File: config.mk
export PLATFORM = sky130hd
export DESIGN_NAME = ram_access_arbiter
export DESIGN_NICKNAME = d
export VERILOG_FILES = /design/src/rtl/ram_access_arbiter.sv
export SDC_FILE = /design/constraint.sdc
export NUM_CORES = 1
export LEC_CHECK = 0
export CAP_MARGIN = 20
export CORE_ASPECT_RATIO = 1.25
export CORE_MARGIN = 2
export CORE_UTILIZATION = 41
export DETAILED_ROUTE_END_ITERATION = 8
export GPL_TIMING_DRIVEN = 0
export PLACE_DENSITY = 0.77
export SLEW_MARGIN = 10
export SYNTH_ARGS = -nofsm -noshare
export SYNTH_HDL_FRONTEND = slang
export SYNTH_SLANG_ARGS = --single-unit
File: constraint.sdc
create_clock -name clk -period 2 [get_ports clk]
set_input_delay 0.6 -clock clk [delete_from_list [all_inputs] [get_ports clk]]
set_output_delay 0.6 -clock clk [all_outputs]
set_load 0.05 [all_outputs]
File: src/rtl/ram_access_arbiter.sv
// ram_access_arbiter: shares one byte-addressed RAM between a word-fetch port and a load/store port.
module ram_access_arbiter #(
  parameter int ADDR_W     = 9,
  parameter int DATA_W     = 32,
  parameter int MAX_STREAK = 4
) (
  input  logic              clk,
  input  logic              rst_n,
  input  logic              if_req,
  input  logic [ADDR_W-1:0] if_addr,
  output logic              if_ack,
  output logic [DATA_W-1:0] if_rdata,
  output logic              if_err,
  input  logic              d_req,
  input  logic              d_rw,
  input  logic [1:0]        d_size,
  input  logic              d_se,
  input  logic [ADDR_W-1:0] d_addr,
  input  logic [DATA_W-1:0] d_wdata,
  output logic              d_ack,
  output logic [DATA_W-1:0] d_rdata,
  output logic              d_err,
  output logic              ram_e,
  output logic              ram_rw,
  output logic [1:0]        ram_size,
  output logic              ram_se,
  output logic [ADDR_W-1:0] ram_addr,
  output logic [DATA_W-1:0] ram_din,
  input  logic [DATA_W-1:0] ram_dout,
  output logic              busy
);
  typedef enum logic [1:0] {IDLE, ACCESS, RESP} state_t;
  state_t            state_q, state_d;
  logic [3:0]        streak_q, streak_d;
  logic              sel_q, sel_d, err_q, err_d, busy_q, busy_d;
  logic              ram_e_q, ram_e_d, ram_rw_q, ram_rw_d, ram_se_q, ram_se_d;
  logic [1:0]        ram_size_q, ram_size_d;
  logic [ADDR_W-1:0] ram_addr_q, ram_addr_d;
  logic [DATA_W-1:0] ram_din_q, ram_din_d, if_rdata_q, if_rdata_d, d_rdata_q, d_rdata_d;
  logic              if_ack_q, if_ack_d, d_ack_q, d_ack_d, if_err_q, if_err_d, d_err_q, d_err_d;
  logic              grant_if;
  always_comb begin
    state_d    = state_q;
    streak_d   = streak_q;
    sel_d      = sel_q;
    err_d      = err_q;
    busy_d     = busy_q;
    ram_e_d    = ram_e_q;
    ram_rw_d   = ram_rw_q;
    ram_se_d   = ram_se_q;
    ram_size_d = ram_size_q;
    ram_addr_d = ram_addr_q;
    ram_din_d  = ram_din_q;
    if_ack_d   = 1'b0;
    d_ack_d    = 1'b0;
    if_err_d   = 1'b0;
    d_err_d    = 1'b0;
    if_rdata_d = '0;
    d_rdata_d  = '0;
    grant_if   = if_req && (!d_req || streak_q >= 4'(MAX_STREAK));
    if (state_q == IDLE && (if_req || d_req)) begin
      state_d    = ACCESS;
      busy_d     = 1'b1;
      sel_d      = grant_if;
      streak_d   = grant_if ? 4'd0 : (streak_q == 4'hf ? streak_q : streak_q + 4'd1);
      err_d      = grant_if ? |if_addr[1:0] :
                   (d_size == 2'b11) || (d_size == 2'b01 && d_addr[0]) || (d_size == 2'b10 && |d_addr[1:0]);
      ram_e_d    = !err_d;
      ram_rw_d   = !grant_if && d_rw;
      ram_se_d   = !grant_if && d_se;
      ram_size_d = grant_if ? 2'b10 : d_size;
      ram_addr_d = grant_if ? if_addr : d_addr;
      ram_din_d  = grant_if ? '0 : d_wdata;
    end else if (state_q == ACCESS) begin
      state_d    = RESP;
      ram_e_d    = 1'b0;
      ram_rw_d   = 1'b0;
      if_ack_d   = sel_q;
      d_ack_d    = !sel_q;
      if_err_d   = sel_q && err_q;
      d_err_d    = !sel_q && err_q;
      if_rdata_d = (sel_q && !err_q) ? ram_dout : '0;
      d_rdata_d  = (!sel_q && !err_q && !ram_rw_q) ? ram_dout : '0;
    end else if (state_q == RESP) begin
      state_d    = IDLE;
      busy_d     = 1'b0;
    end
    if (!if_req) streak_d = 4'd0;
  end
  always_ff @(posedge clk or negedge rst_n) begin
    if (!rst_n) begin
      state_q    <= IDLE;
      streak_q   <= '0;
      sel_q      <= 1'b0;
      err_q      <= 1'b0;
      busy_q     <= 1'b0;
      ram_e_q    <= 1'b0;
      ram_rw_q   <= 1'b0;
      ram_se_q   <= 1'b0;
      ram_size_q <= '0;
      ram_addr_q <= '0;
      ram_din_q  <= '0;
      if_ack_q   <= 1'b0;
      d_ack_q    <= 1'b0;
      if_err_q   <= 1'b0;
      d_err_q    <= 1'b0;
      if_rdata_q <= '0;
      d_rdata_q  <= '0;
    end else begin
      state_q    <= state_d;
      streak_q   <= streak_d;
      sel_q      <= sel_d;
      err_q      <= err_d;
      busy_q     <= busy_d;
      ram_e_q    <= ram_e_d;
      ram_rw_q   <= ram_rw_d;
      ram_se_q   <= ram_se_d;
      ram_size_q <= ram_size_d;
      ram_addr_q <= ram_addr_d;
      ram_din_q  <= ram_din_d;
      if_ack_q   <= if_ack_d;
      d_ack_q    <= d_ack_d;
      if_err_q   <= if_err_d;
      d_err_q    <= d_err_d;
      if_rdata_q <= if_rdata_d;
      d_rdata_q  <= d_rdata_d;
    end
  end
  assign if_ack   = if_ack_q;
  assign if_err   = if_err_q;
  assign if_rdata = if_rdata_q;
  assign d_ack    = d_ack_q;
  assign d_err    = d_err_q;
  assign d_rdata  = d_rdata_q;
  assign ram_e    = ram_e_q;
  assign ram_rw   = ram_rw_q;
  assign ram_se   = ram_se_q;
  assign ram_size = ram_size_q;
  assign ram_addr = ram_addr_q;
  assign ram_din  = ram_din_q;
  assign busy     = busy_q;
endmodule

# Yosys cells after proc, flatten, opt, wreduce, memory -nomap -nowiden
# Cells that the tools add are included.
[op_classes]
n_lt_le_gt_ge = 1
n_addsub = 1
mux = 31
reduce_logical = 29
n_bitwise = 0
n_div = 0
shift = 0
mul = 0
n_eq_ne = 9
[op_table]
columns = ["operator", "count"]
rows = [
  ["$mux W32", 7],
  ["$mux W4", 4],
  ["$mux W1", 15],
  ["$logic_and A1 B1 Y1", 11],
  ["$mux W9", 1],
  ["$mux W2", 4],
  ["$eq A2 B2 Y1 const B", 3],
  ["$logic_not A1 Y1", 6],
  ["$add A4 B1 Y4 const B", 1],
  ["$eq A2 B1 Y1 const B", 2],
  ["$eq A4 B4 Y1 const B", 1],
  ["$ge A4 B3 Y1 const B", 1],
  ["$logic_or A1 B1 Y1", 4],
  ["$reduce_and A2 Y1", 2],
  ["$reduce_bool A2 Y1", 2],
  ["$reduce_or A2 Y1", 2],
  ["$ne A3 B3 Y1 const B", 1],
  ["$reduce_bool A3 Y1", 1],
  ["$logic_not A2 Y1", 1],
  ["$ne A2 B1 Y1 const B", 1],
  ["$ne A2 B2 Y1 const B", 1],
]
[word_totals]
n_memories = 0
elab_cells = 88
romBits = 0
register_bits = 123
mem_bits_rw = 0
output_inout_bits = 115
latch_bits = 0
input_bits = 90

# Depth between registers and ports, before layout
[logic_depth]
ltp_word = 7
depth_mapped = 6
mapped_depth_nobuf = 3

# Worst setup path before layout
# No wires, ideal clock.
[synth_path]
path_type = "input port to flip-flop"
startpoint = "input port if_req"
endpoint = "register ram_e_q, in the netlist ram_e"
required_ns = 1.868
stages = 6
setup_slack_ns = 0.352
arrival_time_ns = 1.515
setup_time_ns = 0.132
path_buffers = 3
cell_sequence = "buf_2 > or2_1 > nand2_1 > buf_2 > buf_2 > o211ai_1"
[synth_via]
elab_chain_len = 4
elab_cells_between_ends = 7
cone_classes = "2 x mux; 5 x reduce/logical"
[synth_rtl]
columns = ["item", "line", "rtl"]
rows = [
  ["start: declaration", "9", "input logic if_req,"],
  ["$logic_and A1 B1 Y1", "60", "grant_if = if_req && (!d_req || streak_q >= 4'(MAX_STREAK));"],
  ["$mux W1", "66", "err_d = grant_if ? |if_addr[1:0] :"],
  ["$logic_not A1 Y1", "68", "ram_e_d = !err_d;"],
  ["$mux W1", "61", "if (state_q == IDLE && (if_req || d_req)) begin"],
  ["end signal: assignment", "115", "ram_e_q <= ram_e_d;"],
  ["end: declaration", "36", "logic ram_e_q, ram_e_d, ram_rw_q, ram_rw_d, ram_se_q, ram_se_d;"],
]
# Parallel ways exist; a longest one is shown, timed or not.
# A chain may end at the register's enable or synchronous reset.

# Final worst setup path
[layout_path]
startpoint = "register ram_rw_q, in the netlist ram_rw"
endpoint = "output port ram_rw"
[layout_lines]
columns = ["item", "line", "rtl"]
rows = [
  ["start: declaration", "36", ""],
  ["start signal: assignment", "116", "ram_rw_q <= ram_rw_d;"],
  ["end: declaration", "24", "output logic ram_rw,"],
]
# No word-level cell between the ends.

==> results.tsv <==
stage	metric	value	unit
status	outcome	finished, final reports clean	
yosys	ys_types	34	
detailed_routing	routed_wirelength	11.9	mm
yosys	postSynthAreaPerCell	13.4	um2
detailed_routing	via_per_inst	5.02	
timing	period_needed	1.96	ns
yosys	yosys.area_share.simple	0.151	
timing	fin_crit_sh	0.979	
power	power.density	1650	mW/mm2
finish	post-route-util	0.674	
timing	tightestPinTransition	0.625	ns
job	cap_violations	0	
yosys	synth_top_family_by_area	simple AND/OR/NAND/NOR gates	
timing	rsz0062_at_grt	no	
finish	mostFrequentLayoutCells	dfrtp_1, dlygate4sd2_1, clkdlybuf4s50_1, and2_1, a22o_1	
power	p_leak	3.69	nW
finish	area_delta_synth_final	61.2	%
grt	grt_usage	0.212	
critical_path	r2r.worst_path.cells	4	
critical_path	path_buf_inv	1	
critical_path	startpoint_type	register	
yosys	synth_seq_area_share	0.701	
detailed_routing	drc_errors	0	
yosys	synth_xor_xnor_area_share	0	
detailed_routing	drtIter0Drc	112	
clocking	cts_buffers	17	
place	gp_congestion	0.783	
floorplan	placementRows	42	
timing	hold_viol	0	
clocking	cts_sinks	123	
critical_path	timing.critical_path.cells	dlygate4sd2_1	
yosys	ys_ff_latch	123	
floorplan	core	0.0105	mm2
timing	slew_violations	0	
floorplan	die-area	0.0116	mm2
detailed_routing	wire_per_inst	17.1	um
yosys	synth_fa_ha_area_frac	0.00285	
clocking	h-tree-depth	4	
timing	setup_tns	0	ns
critical_path	cpPeakStageDelay	0.57	ns
floorplan	die_w	96.6	um
power	vdd_ir_drop_max	1.03	mV
clocking	hold_buffers	0	
floorplan	ios	205	
clocking	cts_tree	yes	
floorplan	die_y	120	um
place	dp_hpwl	8.61	mm
detailed_routing	vias	3493	
yosys	yosysWarnings	0	
finish	drive_above_1_share	0.0727	
grt	grt_max_degree	92	
critical_path	cp_max_fo	3	
critical_path	crit_type	reg -> out	
yosys	synth_compound_area_frac	0.121	
yosys	synth_edf_count	0	
clocking	cts_max_path_buffers	2	
yosys	synth_ff_type	dfrtp_1	
place	io_buffers	203	
critical_path	cp.depth	1	
yosys	muxShareOfSynthArea	0	
timing	setup_viol	0	
floorplan	start_util	0.418	
timing	slew_headroom	0.582	
grt	grt_pass1_wl	18.6	mm
clocking	clk_pin_slew	0.05	ns
finish	final_common_cell	dfrtp_1	
finish	antennaDiodeCount	0	
clocking	clk_latency	0.40	ns
grt	grt_pass1_vias	3648	
yosys	synth_fp_nets	420	
worst_hold_path	hp-class	in -> async	
critical_path	worst_setup_path_end_kind	primary output	
critical_path	cp_top_family	buffers and inverters	
clocking	clockRootBuffer	clkbuf_16	
yosys	synthCells	329	
critical_path	critPathSlowestCell	dlygate4sd2_1	
grt	antenna_found_initial	0	
critical_path	arrival	1.36	ns
detailed_routing	firstDrtPassIters	4	
yosys	synth_area	0.00439	mm2
yosys	synthArstFlopShare	1.00	
timing	finalClockSkew	0.0114	ns
timing	timing.fmax	511	MHz
grt	grt_overflow_total	0	
detailed_routing	antenna_left	0	
finish	fin_nets	643	
critical_path	cp.required	1.40	ns
-- through the flow --
stage	area [um2]	total power [mW]	instances	hold WS (ns)	worst slack (ns)
6_report	7080	11.7	696	0.0812	0.0416
5_1_grt	7080	12.1	696	0.0944	0.0109
4_1_cts	7080	11.7	696	0.0861	0.0268
3_5_place_dp	6620	9.12	665	0.485	-0.281
3_3_place_gp	6590	9.01	664	0.489	-4.09
2_1_floorplan	4390	7.07	329	0.304	0.352
-- registers in the layout, summed over array words and instances (netlist names) --
register  flops
d_ack         1
busy          1
ram_addr      9
d_rdata      32
err_q         1
ram_se        1
d_err         1
sel_q         1
ram_size      2
streak_q      4
ram_e         1
if_rdata     32
if_ack        1
state_q       2
ram_rw        1
ram_din      32
if_err        1
-- Yosys cell counts (2+ instances only) --
cell       number  share of area
dfrtp_1       123           0.70
o2111ai_1       8          0.016
nor2_1          6         0.0051
a21oi_1         3         0.0034
or2_1           2         0.0028
nor3_1          2         0.0023
buf_2           8         0.0091
a22o_1         34          0.068
nand4_1        10          0.014
o21ai_0         3         0.0034
inv_1           2         0.0017
and2_1         66          0.094
nand3_1        11          0.013
clkbuf_1       16          0.014
a31oi_1         2         0.0028
o21ai_1        11          0.013
nand2_1         4         0.0034
and3_1          2         0.0028
-- final cells by class --
type / instances / area (um2)
buffer: 24 / 100
clock buffer: 25 / 526
clock inverter: 6 / 82.6
fill: 837 / 3430
inverter: 2 / 7.51
multi-input combinational: 180 / 1210
sequential: 123 / 3080
tap: 132 / 165
timing repair buffer: 204 / 1920
-- per-layer routing --
layer  global-route usage  vias to the layer above  part of all wire
met1                0.249                     1724              0.39
met2                0.372                      146              0.53
met4               0.0739                        0             0.017
met5                    0                        -                 0
li1                     -                     1607                 -
met3               0.0540                       16             0.063
-- final timing paths --
path                                         startpoint                       to  slack [ns]
worst max-delay path                 ram_rw$_DFFE_PN0P_                   ram_rw        0.04
worst min-delay path                              rst_n  ram_din[17]$_DFFE_PN0P_        0.08
worst max register to register   state_q[0]$_DFFE_PN0P_  streak_q[2]$_DFFE_PN0P_        0.29
worst min register to register  ram_din[24]$_DFFE_PN0P_  ram_din[24]$_DFFE_PN0P_        0.50
max in group asynchronous                         rst_n         busy$_DFFE_PN0P_        1.19
min in group clk                ram_din[24]$_DFFE_PN0P_  ram_din[24]$_DFFE_PN0P_        0.50
-- where the power goes --
group          total, mW  leakage [nW]  internal (mW)  switching, mW
logic               4.99          1.75           1.41           3.58
registers           3.59          1.64           3.21          0.379
clock network       3.08         0.301           2.05           1.02
-- kinds of logic after synthesis --
logic type	Yosys count
flip-flops	123
AO/OA/AOI/OAI	69
AND/OR/NAND/NOR	110
buffers and inverters	26
adder cells (fa/ha/maj)	1
-- timing repair --
| action | in CTS | in global routing |
|---|---|---|
| gates resized for setup | 115 | 0 |
| setup buffers | 0 | 0 |
| setup endpoints to repair | 115 | 0 |
(Power assumes the default switching activity.)
